File: src/rtl/menu_ctrl.sv
// Menu navigation FSM: keyboard cursor with auto-repeat, enter/confirm/lock handshake.
// Optional pointer support is enabled with `define MENU_MOUSE_EN (needs snake_pkg button geometry).
module menu_ctrl #(
  parameter int NUM_ITEMS   = 3,
  parameter int REPEAT_DLY  = 20_000_000,
  parameter int REPEAT_RATE = 8_000_000
) (
  input  logic        clk,
  input  logic        rst,
  input  logic        menu_en,
  input  logic        key_up,
  input  logic        key_down,
  input  logic        key_enter,
  input  logic        key_back,
`ifdef MENU_MOUSE_EN
  input  logic [11:0] mouse_xpos,
  input  logic [11:0] mouse_ypos,
  input  logic [0:0]  mouse_left,
`endif
  output logic [1:0]  cursor,
  output logic        sel_valid,
  output logic [1:0]  sel_item,
  output logic        locked
);

  typedef enum logic [1:0] {IDLE, BROWSE, CONFIRM, LOCKED} state_t;

  localparam int              CNT_W    = $clog2(REPEAT_DLY + REPEAT_RATE + 1);
  localparam logic [CNT_W-1:0] FIRST_AT = CNT_W'(REPEAT_DLY - 1);
  localparam logic [CNT_W-1:0] NEXT_AT  = CNT_W'(REPEAT_DLY + REPEAT_RATE - 1);
  localparam logic [CNT_W-1:0] RELOAD   = CNT_W'(REPEAT_DLY);
  localparam logic [1:0]       LAST     = 2'(NUM_ITEMS - 1);

  state_t           r_state;
  logic [1:0]       r_cursor;
  logic [1:0]       r_sel_item;
  logic             r_sel_valid;
  logic             r_locked;
  logic [CNT_W-1:0] r_rpt_cnt;
  logic             r_rpt_act;
  logic             r_up_q, r_dn_q, r_ent_q, r_back_q;

  logic w_up_rise, w_dn_rise, w_ent_rise, w_back_rise;
  logic w_single, w_ud_edge, w_rpt_due, w_rpt_keep;
  logic w_hit, w_click;
  logic [1:0] w_hit_idx;

  function automatic logic [1:0] cur_inc(input logic [1:0] c);
    return (c == LAST) ? 2'd0 : c + 2'd1;
  endfunction

  function automatic logic [1:0] cur_dec(input logic [1:0] c);
    return (c == 2'd0) ? LAST : c - 2'd1;
  endfunction

  // History registers reset to 1, so a key held through reset or state entry is not an edge.
  assign w_up_rise   = key_up    & ~r_up_q;
  assign w_dn_rise   = key_down  & ~r_dn_q;
  assign w_ent_rise  = key_enter & ~r_ent_q;
  assign w_back_rise = key_back  & ~r_back_q;
  assign w_single    = key_up ^ key_down;
  assign w_ud_edge   = (w_up_rise | w_dn_rise) & ~(key_up & key_down);
  assign w_rpt_keep  = r_rpt_act & w_single;
  assign w_rpt_due   = w_rpt_keep & ((r_rpt_cnt == FIRST_AT) | (r_rpt_cnt == NEXT_AT));

`ifdef MENU_MOUSE_EN
  logic r_ml_q;

  function automatic int btn_y(input int i);
    case (i)
      0:       return int'(snake_pkg::BUTTON1_Y);
      1:       return int'(snake_pkg::BUTTON2_Y);
      default: return int'(snake_pkg::BUTTON3_Y);
    endcase
  endfunction

  always_comb begin
    w_hit     = 1'b0;
    w_hit_idx = 2'd0;
    for (int i = NUM_ITEMS - 1; i >= 0; i--) begin
      if (int'(mouse_xpos) >= int'(snake_pkg::BUTTONS_X) &&
          int'(mouse_xpos) <  int'(snake_pkg::BUTTONS_X) + int'(snake_pkg::BUTTONS_W) &&
          int'(mouse_ypos) >= btn_y(i) &&
          int'(mouse_ypos) <  btn_y(i) + int'(snake_pkg::BUTTONS_H)) begin
        w_hit     = 1'b1;
        w_hit_idx = 2'(i);
      end
    end
  end

  assign w_click = mouse_left[0] & ~r_ml_q & w_hit;

  always_ff @(posedge clk or posedge rst) begin
    if (rst) r_ml_q <= 1'b1;
    else     r_ml_q <= mouse_left[0];
  end
`else
  assign w_hit     = 1'b0;
  assign w_hit_idx = 2'd0;
  assign w_click   = 1'b0;
`endif

  always_ff @(posedge clk or posedge rst) begin
    if (rst) begin
      r_state     <= IDLE;
      r_cursor    <= 2'd0;
      r_sel_item  <= 2'd0;
      r_sel_valid <= 1'b0;
      r_locked    <= 1'b0;
      r_rpt_cnt   <= '0;
      r_rpt_act   <= 1'b0;
      r_up_q      <= 1'b1;
      r_dn_q      <= 1'b1;
      r_ent_q     <= 1'b1;
      r_back_q    <= 1'b1;
    end else begin
      r_up_q      <= key_up;
      r_dn_q      <= key_down;
      r_ent_q     <= key_enter;
      r_back_q    <= key_back;
      r_sel_valid <= 1'b0;
      r_rpt_cnt   <= '0;
      r_rpt_act   <= 1'b0;
      if (!menu_en) begin
        r_state  <= IDLE;
        r_locked <= 1'b0;
      end else begin
        case (r_state)
          IDLE: begin
            r_state  <= BROWSE;
            r_cursor <= 2'd0;
          end
          BROWSE: begin
            // Keyboard takes priority over the pointer; enter beats a coincident up/down edge.
            if (w_ent_rise) begin
              r_state     <= CONFIRM;
              r_sel_item  <= r_cursor;
              r_sel_valid <= 1'b1;
              r_locked    <= 1'b1;
            end else if (w_ud_edge) begin
              r_cursor  <= w_up_rise ? cur_dec(r_cursor) : cur_inc(r_cursor);
              r_rpt_act <= 1'b1;
            end else if (w_rpt_keep) begin
              r_rpt_act <= 1'b1;
              r_rpt_cnt <= (r_rpt_cnt == NEXT_AT) ? RELOAD : r_rpt_cnt + 1'b1;
              if (w_rpt_due)
                r_cursor <= key_up ? cur_dec(r_cursor) : cur_inc(r_cursor);
            end else if (w_click) begin
              r_state     <= CONFIRM;
              r_cursor    <= w_hit_idx;
              r_sel_item  <= w_hit_idx;
              r_sel_valid <= 1'b1;
              r_locked    <= 1'b1;
            end else if (w_hit) begin
              r_cursor <= w_hit_idx;
            end
          end
          CONFIRM: r_state <= LOCKED;
          LOCKED: begin
            if (w_back_rise) begin
              r_state  <= BROWSE;
              r_locked <= 1'b0;
            end
          end
          default: r_state <= IDLE;
        endcase
      end
    end
  end

  assign cursor    = r_cursor;
  assign sel_valid = r_sel_valid;
  assign sel_item  = r_sel_item;
  assign locked    = r_locked;

endmodule

File: config.mk
export PLATFORM = sky130hd
export DESIGN_NAME = menu_ctrl
export DESIGN_NICKNAME = d
export VERILOG_FILES = /design/src/rtl/menu_ctrl.sv
export SDC_FILE = /design/constraint.sdc
export NUM_CORES = 1
export LEC_CHECK = 0
export BUFFER_PORTS_ARGS = -buffer_cell sky130_fd_sc_hd__buf_2
export CAP_MARGIN = 10
export CORE_UTILIZATION = 56
export DETAILED_ROUTE_END_ITERATION = 16
export PLACE_DENSITY_LB_ADDON = 0.2
export SKIP_LAST_GASP = 1
export SLEW_MARGIN = 20
export SYNTH_ARGS = -nofsm -noshare
export SYNTH_HDL_FRONTEND = slang
export SYNTH_SLANG_ARGS = --single-unit
export TNS_END_PERCENT = 1
File: constraint.sdc
create_clock -name clk -period 4.3 [get_ports clk]
set_input_delay 0.215 -clock clk [delete_from_list [all_inputs] [get_ports clk]]
set_output_delay 0.215 -clock clk [all_outputs]
set_load 0.03 [all_outputs]
==> reports/metrics.cfg, run 1 <==
[run_status]
outcome=finished clean

[yosys]
synth_seq_area_share_pct=48.9
ys_ff_latch=38
synthMuxAreaShare_pct=1.60
ys_types=42
synth_compound_area_share_pct=6.85
async_flop_share_pct=100
ys_warn_count=0
synth_edf_count=0
synth_simple_gate_area_share_pct=25.0
syn-cell-area_um2=1950
avgSynthCellArea_um2=9.86
ys.flop_type=dfrtp_1
syn_inst=198
synth_nets=213
synth_fa_ha_area_share_pct=5.12
synth_xor_area_share_pct=9.42
synth_top_family_by_area=simple AND/OR/NAND/NOR gates

[sta]
drv_slew=0
setup_violations=0
fin_crit_ns=2.15
fmax_mhz=465
fin_crit_sh_pct=50.0
fin_ws_ns=2.15
worst_pin_slew_ns=0.736
relSlewSlack_pct=50.8
final_hold_viol_count=0
skew_ns=0.0133
rsz0062_at_grt=no
timing.setup.tns_ns=0

[floorplan]
dieArea_um2=3730
die_h_um=61.1
ioPinCount=13
core_area_um2=3340
die_x_um=61.1
num_rows=21
initial_core_util_pct=58.5

[clocking]
cts_root_buf=clkbuf_4
htree_levels=2
cts.sinks=38
clkTransAtPathRegs_ns=0.12
post_cts_buffers=0
numCtsBuffers=5
cts_buffer_depth=2
cts_tree=yes
insertion_delay_ns=0.35

[critical_path]
path_class=flip-flop to flip-flop
worst_ep_arrival_time_ns=2.43
path_max_fanout=16
startpoint_type=flip-flop
cp-end-kind=flip-flop
crit_required_ns=4.58

[placement]
dpl.hpwl_mm=2.64
place.gp.congestion=0.869
pre_cts_slack_ns=2.15
portBuffers=12
placed_area_um2=2050

[route]
drt-pass1-iter-count=4
routedWlPerCell_um=14.1
drt-vias-per-instance=5.49
ant_nets=0
drc=0
num_vias=1460
dr.first_iter.drc_count=53
wirelength_mm=3.75

[global_routing]
grt_antenna_before_repair=0
grt.overflow.total=0
grt_max_degree=39
grt_usage_pct=23.6
grt_pass1_wl_mm=6.30
grt_pass1_vias=1454

[cells_and_area]
syn2layout_area_growth_pct=11.9
nets=234
antenna_cells=0
final_util_pct=65.5
finalInstanceArea_um2=2190
drive_gt1_share_pct=15.9

[power]
vdd.ir_drop.worst_mv=0.262
leakage_uw=0.000958
p_total_uw=844
p_per_area_nw_per_um2=386

[flow_run]
max-cap-violations=0

[worst_hold_path]
hp-class=input port to flip-flop

[layout make-up]
type / instances / area (µm²)
well taps: 46 / 57.6
fillers: 304 / 1150
clock buffers: 5 / 37.5
multi-input cells: 147 / 938
inverters: 9 / 33.8
flip-flops and latches: 38 / 956
repair buffers: 18 / 118
clock inverters: 3 / 45.0
[worst paths after layout]
check | startpoint | depth (start not counted) | slack [ns] | end
min reg2reg | r_rpt_cnt[0] | 1 | 0.47 | r_rpt_cnt[0]
min in group asynchronous | rst | 4 | 0.49 | sel_item[0]
max reg2reg | r_state[1] | 7 | 2.15 | r_rpt_cnt[9]
min | menu_en | 3 | 0.19 | r_state[1]
max | r_state[1] | 7 | 2.15 | r_rpt_cnt[9]
max in group asynchronous | rst | 4 | 3.45 | r_dn_q
[layer usage]
metal	GRT usage, %	vias up	wire length [µm]
met5	0	-	0
met4	11.0	0	72
met3	5.04	10	118
met2	37.9	25	1790
met1	30.6	707	1770
li1	-	718	-
[worst max-delay path, stage by stage, from the launching register on]
cell and delay (ns):
dfrtp_1 0.43, inv_1 0.09, ha_1 0.27, nand2_1 0.09
nor3_1 0.26, nand2_1 0.39, a21o_1 0.40, nor2_1 0.15
[state kept, by name, indices dropped and copies added (netlist names)]
name       flops
cursor         2
locked         1
r_back_q       1
r_dn_q         1
r_ent_q        1
r_rpt_act      1
r_rpt_cnt     25
r_state        2
r_up_q         1
sel_item       2
sel_valid      1
[cell usage after synthesis (2+ instances only)]
| library cell | count | share of area, % |
|---|---|---|
| a21oi_1 | 6 | 1.5 |
| and2_1 | 2 | 0.64 |
| and2_2 | 2 | 0.77 |
| and2b_2 | 2 | 0.90 |
| and4_1 | 4 | 1.8 |
| buf_2 | 2 | 0.51 |
| dfrtp_1 | 34 | 44 |
| dfstp_2 | 4 | 5.4 |
| ha_1 | 8 | 5.1 |
| inv_1 | 9 | 1.7 |
| mux2i_1 | 2 | 1.0 |
| nand2_1 | 21 | 4.0 |
| nand2b_1 | 3 | 0.96 |
| nand3_1 | 10 | 2.6 |
| nand4_1 | 8 | 2.6 |
| nand4b_1 | 2 | 0.90 |
| nor2_1 | 26 | 5.0 |
| nor3_1 | 4 | 1.0 |
| nor4_1 | 2 | 0.64 |
| o21ai_0 | 6 | 1.5 |
| xnor2_1 | 4 | 1.8 |
| xor2_1 | 17 | 7.6 |
[stage by stage]
step	instances	hold WS (ns)
floorplan	198	0.219
global placement	253	0.331
detailed placement	253	0.336
CTS	266	0.172
global route	266	0.199
finish	266	0.187
[report_power, final]
group	switching, µW	internal, µW
clock network	124	122
registers	22.1	389
logic	117	69.2
total	263	581
[cells in the final DEF (no fill, tap or decap), types with 3 or more instances in the layout]
cell,synthesis,final
nor2_1,26,26
clkbuf_4,0,5
dfstp_2,4,4
nand3_1,10,10
inv_1,9,9
dfrtp_1,34,34
and4_1,4,4
nand4_1,8,8
nand2b_1,3,3
xnor2_1,4,4
nor3_1,4,4
a21oi_1,6,6
nand2_1,21,21
buf_2,2,12
ha_1,8,8
o21ai_0,6,6
dlygate4sd3_1,0,5
xor2_1,17,17
[cell families after synthesis]
group	count (synthesis)
flip-flops	38
multiplexers	3
AO/OA/AOI/OAI	21
AND/OR/NAND/NOR	94
XOR/XNOR	21
adder cells (fa/ha/maj)	8
buffers and inverters	13
[repair_timing]
item,4_1_cts,5_1_grt
hold buffers,5,0
hold endpoints to repair,38,0
resized for setup,0,0
Note: power is estimated with default switching activity, not from simulation.
==> run 2, diff against run 1 <==
--- a/config.mk
+++ b/config.mk
@@ -7,7 +7,7 @@
 export LEC_CHECK = 0
 export BUFFER_PORTS_ARGS = -buffer_cell sky130_fd_sc_hd__buf_2
 export CAP_MARGIN = 10
-export CORE_UTILIZATION = 56
+export CORE_UTILIZATION = 53
 export DETAILED_ROUTE_END_ITERATION = 16
 export PLACE_DENSITY_LB_ADDON = 0.2
 export SKIP_LAST_GASP = 1
==> constraint.sdc (replaced) <==
create_clock -name clk -period 1.7 [get_ports clk]
set_input_delay 0.085 -clock clk [delete_from_list [all_inputs] [get_ports clk]]
set_output_delay 0.085 -clock clk [all_outputs]
set_load 0.03 [all_outputs]
==> reports/metrics.cfg, run 2 (synthesis gave the netlist of run 1 again) <==
[run_status]
outcome=finished clean

[route]
wirelength_mm=3.99  ; +6.4%
num_vias=1529  ; +4.7%
routedWlPerCell_um=13.8  ; -2.1%
drc=0  ; unchanged
drt-vias-per-instance=5.29  ; -3.6%
drt-pass1-iter-count=4  ; unchanged
ant_nets=0  ; unchanged
dr.first_iter.drc_count=87  ; +64%

[global_routing]
grt_usage_pct=23.6  ; about the same
grt_max_degree=39  ; unchanged
grt.overflow.total=0  ; unchanged
grt_pass1_vias=1631  ; +12%
grt_antenna_before_repair=0  ; unchanged
grt_pass1_wl_mm=7.18  ; +14%

[critical_path]
cp-end-kind=flip-flop
crit_end=r_rpt_cnt[9]
r2r_start=r_rpt_cnt[18]
worst_ep_arrival_time_ns=1.87  ; -0.56 ns
crit_required_ns=1.88  ; -2.70 ns
r2r_slack_ns=0.005  ; -2.15 ns
r2r_end=r_rpt_cnt[9]
cp-startpoint=r_rpt_cnt[18]
path_max_fanout=5  ; -11
startpoint_type=flip-flop
r2r_cells=6  ; -1
path_class=flip-flop to flip-flop

[power]
p_per_area_nw_per_um2=903  ; +130%
switching_power_uw=654  ; +150%
power_frac_seq_pct=48.0  ; -0.8 points
power_frac_clock_pct=29.4  ; +0.3 points
combPwrFrac_pct=22.7  ; +0.6 points
leakage_uw=0.00108  ; +13%
vdd.ir_drop.worst_mv=0.564  ; +120%
netSwitchingFraction_pct=30.2  ; -0.93 points
intPower_uw=1510  ; +160%

[placement]
portBuffers=12  ; unchanged
dpl.hpwl_mm=2.84  ; +7.3%
place.gp.congestion=0.825  ; -5.1%
pre_cts_slack_ns=-0.0187  ; -2.17 ns

[floorplan]
initial_core_util_pct=56.7  ; -1.8 points
die_h_um=62.7  ; +2.7%
die_x_um=62.7  ; +2.7%
core_area_um2=3440  ; +3.1%
dieArea_um2=3930  ; +5.5%
ioPinCount=13  ; unchanged
num_rows=21  ; unchanged

[sta]
final_hold_viol_count=0  ; unchanged
worst_pin_slew_ns=0.475  ; -0.260 ns
relSlewSlack_pct=68.3  ; +18 points
fin_crit_ns=1.69  ; -0.454 ns
setup_violations=0  ; unchanged
timing.setup.tns_ns=0  ; unchanged
drv_slew=0  ; unchanged
fin_crit_sh_pct=99.7  ; +50 points
rsz0062_at_grt=yes
skew_ns=0.00422  ; -0.00911 ns
hold_slack_ns=0.0954  ; -0.0920 ns
fin_ws_ns=0.00521  ; -2.15 ns
fmax_mhz=590  ; +27%

[clocking]
insertion_delay_ns=0.29  ; -0.06 ns
numCtsBuffers=5  ; unchanged
cts_buffer_depth=2  ; unchanged
cts.sinks=38  ; unchanged
cts_root_buf=clkbuf_8
cts_tree=yes
htree_levels=2  ; unchanged
clkTransAtPathRegs_ns=0.07  ; -0.05 ns

[cells_and_area]
nets=257  ; +9.8%
drive_gt1_share_pct=25.1  ; +9.2 points
final_cell_mix=dfrtp_1 (34), nor2_1 (26), buf_4 (24)
syn2layout_area_growth_pct=22.5
antenna_cells=0  ; unchanged
largest_reg_flops=25  ; unchanged
layout_commonest_cell=dfrtp_1
max_flop_register=r_rpt_cnt

[worst_hold_path]
hp-class=input port to flip-flop

[flow_run]
max-cap-violations=0  ; unchanged

-- run 2: cell types whose count changed in the layout (fill, tap and decap cells not counted), moves of 2 or more --
cell        delta
buf_4         +23
clkbuf_1       +2
clkbuf_4       -5
clkbuf_8       +6
clkinvlp_4     -2
-- run 2: power groups by stage --
stage,registers (µW),clock network (µW),logic (µW)
final,1040,634,490
after global routing,1050,696,564
after CTS,1040,653,489
after detailed placement,1050,0,478
after global placement,1050,0,462
after floorplan,1150,0,239
-- run 2: area by class of cell --
type / count / area (µm²)
Timing Repair Buffer: 41 / 290
Sequential cell: 38 / 956
Inverter: 9 / 33.8
Multi-Input combinational cell: 147 / 966
Fill cell: 272 / 1050
Tap cell: 46 / 57.6
Clock buffer: 8 / 90.1
-- run 2: worst max-delay path: stages, from the launching register on --
cell and delay [ns]:
dfrtp_1 0.38, or4_4 0.55, nor2_4 0.12, and3_4 0.19, a21o_1 0.14, buf_4 0.14, nor2_1 0.05
-- run 2: metrics by stage --
| step | cells | util [%] | total power (µW) | area, µm² |
|---|---|---|---|---|
| detailed placement | 276 | 64.7 | 1530 | 2230 |
| finish | 289 | 69.5 | 2160 | 2390 |
| CTS | 289 | 69.1 | 2180 | 2380 |
| global route | 289 | 69.5 | 2310 | 2390 |
| floorplan | 198 | - | 1390 | 1950 |
| global placement | 276 | 64.7 | 1510 | 2230 |
-- run 2: layer usage --
metal	vias to the layer above	global-route usage (%)	routed length (µm)
li1	764	-	-
met1	737	30.8	1890
met2	22	38.5	1930
met3	6	6.93	132
met4	0	6.10	31
met5	-	0	0
-- run 2: how the worst min path moves through the flow --
stage | startpoint | end | slack, ns | depth (start not counted)
floorplan | key_back | r_back_q | 0.09 | 0
detailed placement | key_back | r_back_q | 0.20 | 1
global route | menu_en | r_state[1] | 0.11 | 3
global placement | key_back | r_back_q | 0.20 | 1
finish | menu_en | r_state[1] | 0.1 | 3
CTS | menu_en | r_state[1] | 0.09 | 3
-- run 2: timing repair --
| action | CTS | global route |
|---|---|---|
| endpoints found under the hold margin | 38 | 0 |
| hold buffers | 5 | 0 |
| gates cloned | 0 | 0 |
| resized for setup | 3 | 5 |
| setup endpoints to repair | 13 | 22 |
| setup buffers | 0 | 0 |
| pin swaps | 1 | 2 |
==> run 3, diff against run 2 <==
--- a/config.mk
+++ b/config.mk
@@ -9,7 +9,9 @@
 export CAP_MARGIN = 10
 export CORE_UTILIZATION = 53
 export DETAILED_ROUTE_END_ITERATION = 16
+export MAX_ROUTING_LAYER = met4
 export PLACE_DENSITY_LB_ADDON = 0.2
+export SKIP_CTS_REPAIR_TIMING = 1
 export SKIP_LAST_GASP = 1
 export SLEW_MARGIN = 20
 export SYNTH_ARGS = -nofsm -noshare
==> reports/metrics.cfg, run 3 (synthesis gave the netlist of run 1 again) <==
[cells_and_area]
filler_cell_count=268  ; -1.5%
layout_commonest_cell=dfrtp_1
max_flop_register=r_rpt_cnt
largest_reg_flops=25  ; unchanged
drive_gt1_share_pct=25.1  ; unchanged
syn2layout_area_growth_pct=22.9
final_cell_mix=dfrtp_1 (34), nor2_1 (26), buf_4 (22)
final_util_pct=69.8  ; +0.22 points
finalInstanceArea_um2=2400  ; +0.31%
antenna_cells=0  ; unchanged
nets=257  ; unchanged

[global_routing]
grt_usage_pct=23.9  ; +0.24 points
grt_pass1_vias=1576  ; -3.4%
grt_max_degree=39  ; unchanged
grt_pass1_wl_mm=7.04  ; -1.9%
grt.overflow.total=0  ; unchanged
grt_antenna_before_repair=0  ; unchanged

[power]
power_frac_seq_pct=47.7  ; -0.3 points
p_per_area_nw_per_um2=905  ; +0.18%
switching_power_uw=664  ; +1.7%
intPower_uw=1510  ; about the same
vdd.ir_drop.worst_mv=0.570  ; +1.0%
power_frac_clock_pct=29.7  ; +0.3 points
leakage_uw=0.00108  ; +0.33%
p_total_uw=2170  ; +0.50%
netSwitchingFraction_pct=30.6  ; +0.35 points
combPwrFrac_pct=22.6  ; about the same

[sta]
worst_pin_slew_ns=0.478  ; +0.00267 ns
rsz0062_at_grt=yes
drv_slew=0  ; unchanged
fin_crit_sh_pct=99.9  ; +0.24 points
skew_ns=0.00483  ; +0.000608 ns
final_hold_viol_count=0  ; unchanged
setup_violations=0  ; unchanged
hold_slack_ns=0.0940  ; -0.00141 ns
relSlewSlack_pct=68.1  ; -0.18 points
timing.setup.tns_ns=0  ; unchanged
fin_crit_ns=1.70  ; +0.00400 ns
fmax_mhz=589  ; -0.24%

[route]
drc=0  ; unchanged
drt-vias-per-instance=5.40  ; +2.0%
routedWlPerCell_um=13.9  ; +1.0%
wirelength_mm=4.03  ; +1.0%
num_vias=1560  ; +2.0%
ant_nets=0  ; unchanged
dr.first_iter.drc_count=94  ; +8.0%
drt-pass1-iter-count=4  ; unchanged

[clocking]
htree_levels=2  ; unchanged
cts_tree=yes
numCtsBuffers=5  ; unchanged
clkTransAtPathRegs_ns=0.07  ; about the same
cts_buffer_depth=2  ; unchanged
insertion_delay_ns=0.30  ; about the same
cts.sinks=38  ; unchanged
cts_root_buf=clkbuf_8

[floorplan]
initial_core_util_pct=56.7  ; unchanged
ioPinCount=13  ; unchanged
die_x_um=62.7  ; unchanged
num_rows=21  ; unchanged
core_area_um2=3440  ; unchanged
die_h_um=62.7  ; unchanged
dieArea_um2=3930  ; unchanged

[flow_run]
max-cap-violations=0  ; unchanged

[critical_path]
cp-end-kind=flip-flop
worst_ep_arrival_time_ns=1.88  ; about the same
crit_required_ns=1.88  ; about the same
startpoint_type=flip-flop
path_max_fanout=5  ; unchanged
r2r_slack_ns=0.001  ; about the same
path_class=flip-flop to flip-flop

[placement]
place.gp.congestion=0.837  ; +1.5%
dpl.hpwl_mm=2.84  ; unchanged
portBuffers=12  ; unchanged
placed_area_um2=2230  ; unchanged

[worst_hold_path]
hp-class=input port to flip-flop

[run_status]
outcome=finished clean

[run 3: cell counts in the layout (fill, tap and decap cells not counted)]
Identical to the previous run, type by type.
[run 3: routing by layer]
metal / vias to the layer above / part of all wire [%] / track usage [%]
li1: 772 / - / -
met1: 756 / 47 / 30.2
met2: 26 / 48 / 37.4
met3: 6 / 3.7 / 6.93
met4: 0 / 1.4 / 6.69
met5: - / 0 / -
[run 3: power groups by stage]
| stage | Combinational, µW | Clock (µW) | Sequential, µW |
|---|---|---|---|
| global route | 564 | 696 | 1050 |
| finish | 490 | 645 | 1040 |
| detailed placement | 478 | 0 | 1050 |
| CTS | 480 | 653 | 1040 |
| floorplan | 239 | 0 | 1150 |
| global placement | 462 | 0 | 1050 |
[run 3: critical path, stage by stage, from the launching register on]
cell,delay [ns]
dfrtp_1,0.38
or4_4,0.55
nor2_4,0.12
and3_4,0.19
a21o_1,0.17
buf_6,0.13
nor2_1,0.05
[run 3: layout make-up]
cell class                 instances  area [µm²]  area share (%)
inverter                           9        33.8            1.41
clock buffer                       8        90.1            3.75
tap                               46        57.6            2.40
multi-input combinational        147         966            40.2
timing repair buffer              41         298            12.4
sequential                        38         956            39.8
[run 3: path summary, 6_finish.rpt]
path                               start             to  cells after the start
min reg2reg                 r_rpt_cnt[0]   r_rpt_cnt[0]                      1
max                        r_rpt_cnt[18]   r_rpt_cnt[9]                      6
max in group asynchronous            rst         r_up_q                      4
max reg2reg                r_rpt_cnt[18]   r_rpt_cnt[9]                      6
min                              menu_en     r_state[1]                      3
min in group asynchronous            rst  r_rpt_cnt[18]                      4
[run 3: per-stage QoR]
step,std cells,setup slack [ns]
after floorplan,198,0.0569
after global placement,276,-0.00218
after detailed placement,276,-0.0187
after CTS,284,-0.0435
after global routing,289,-0.0544
final,289,0.00121
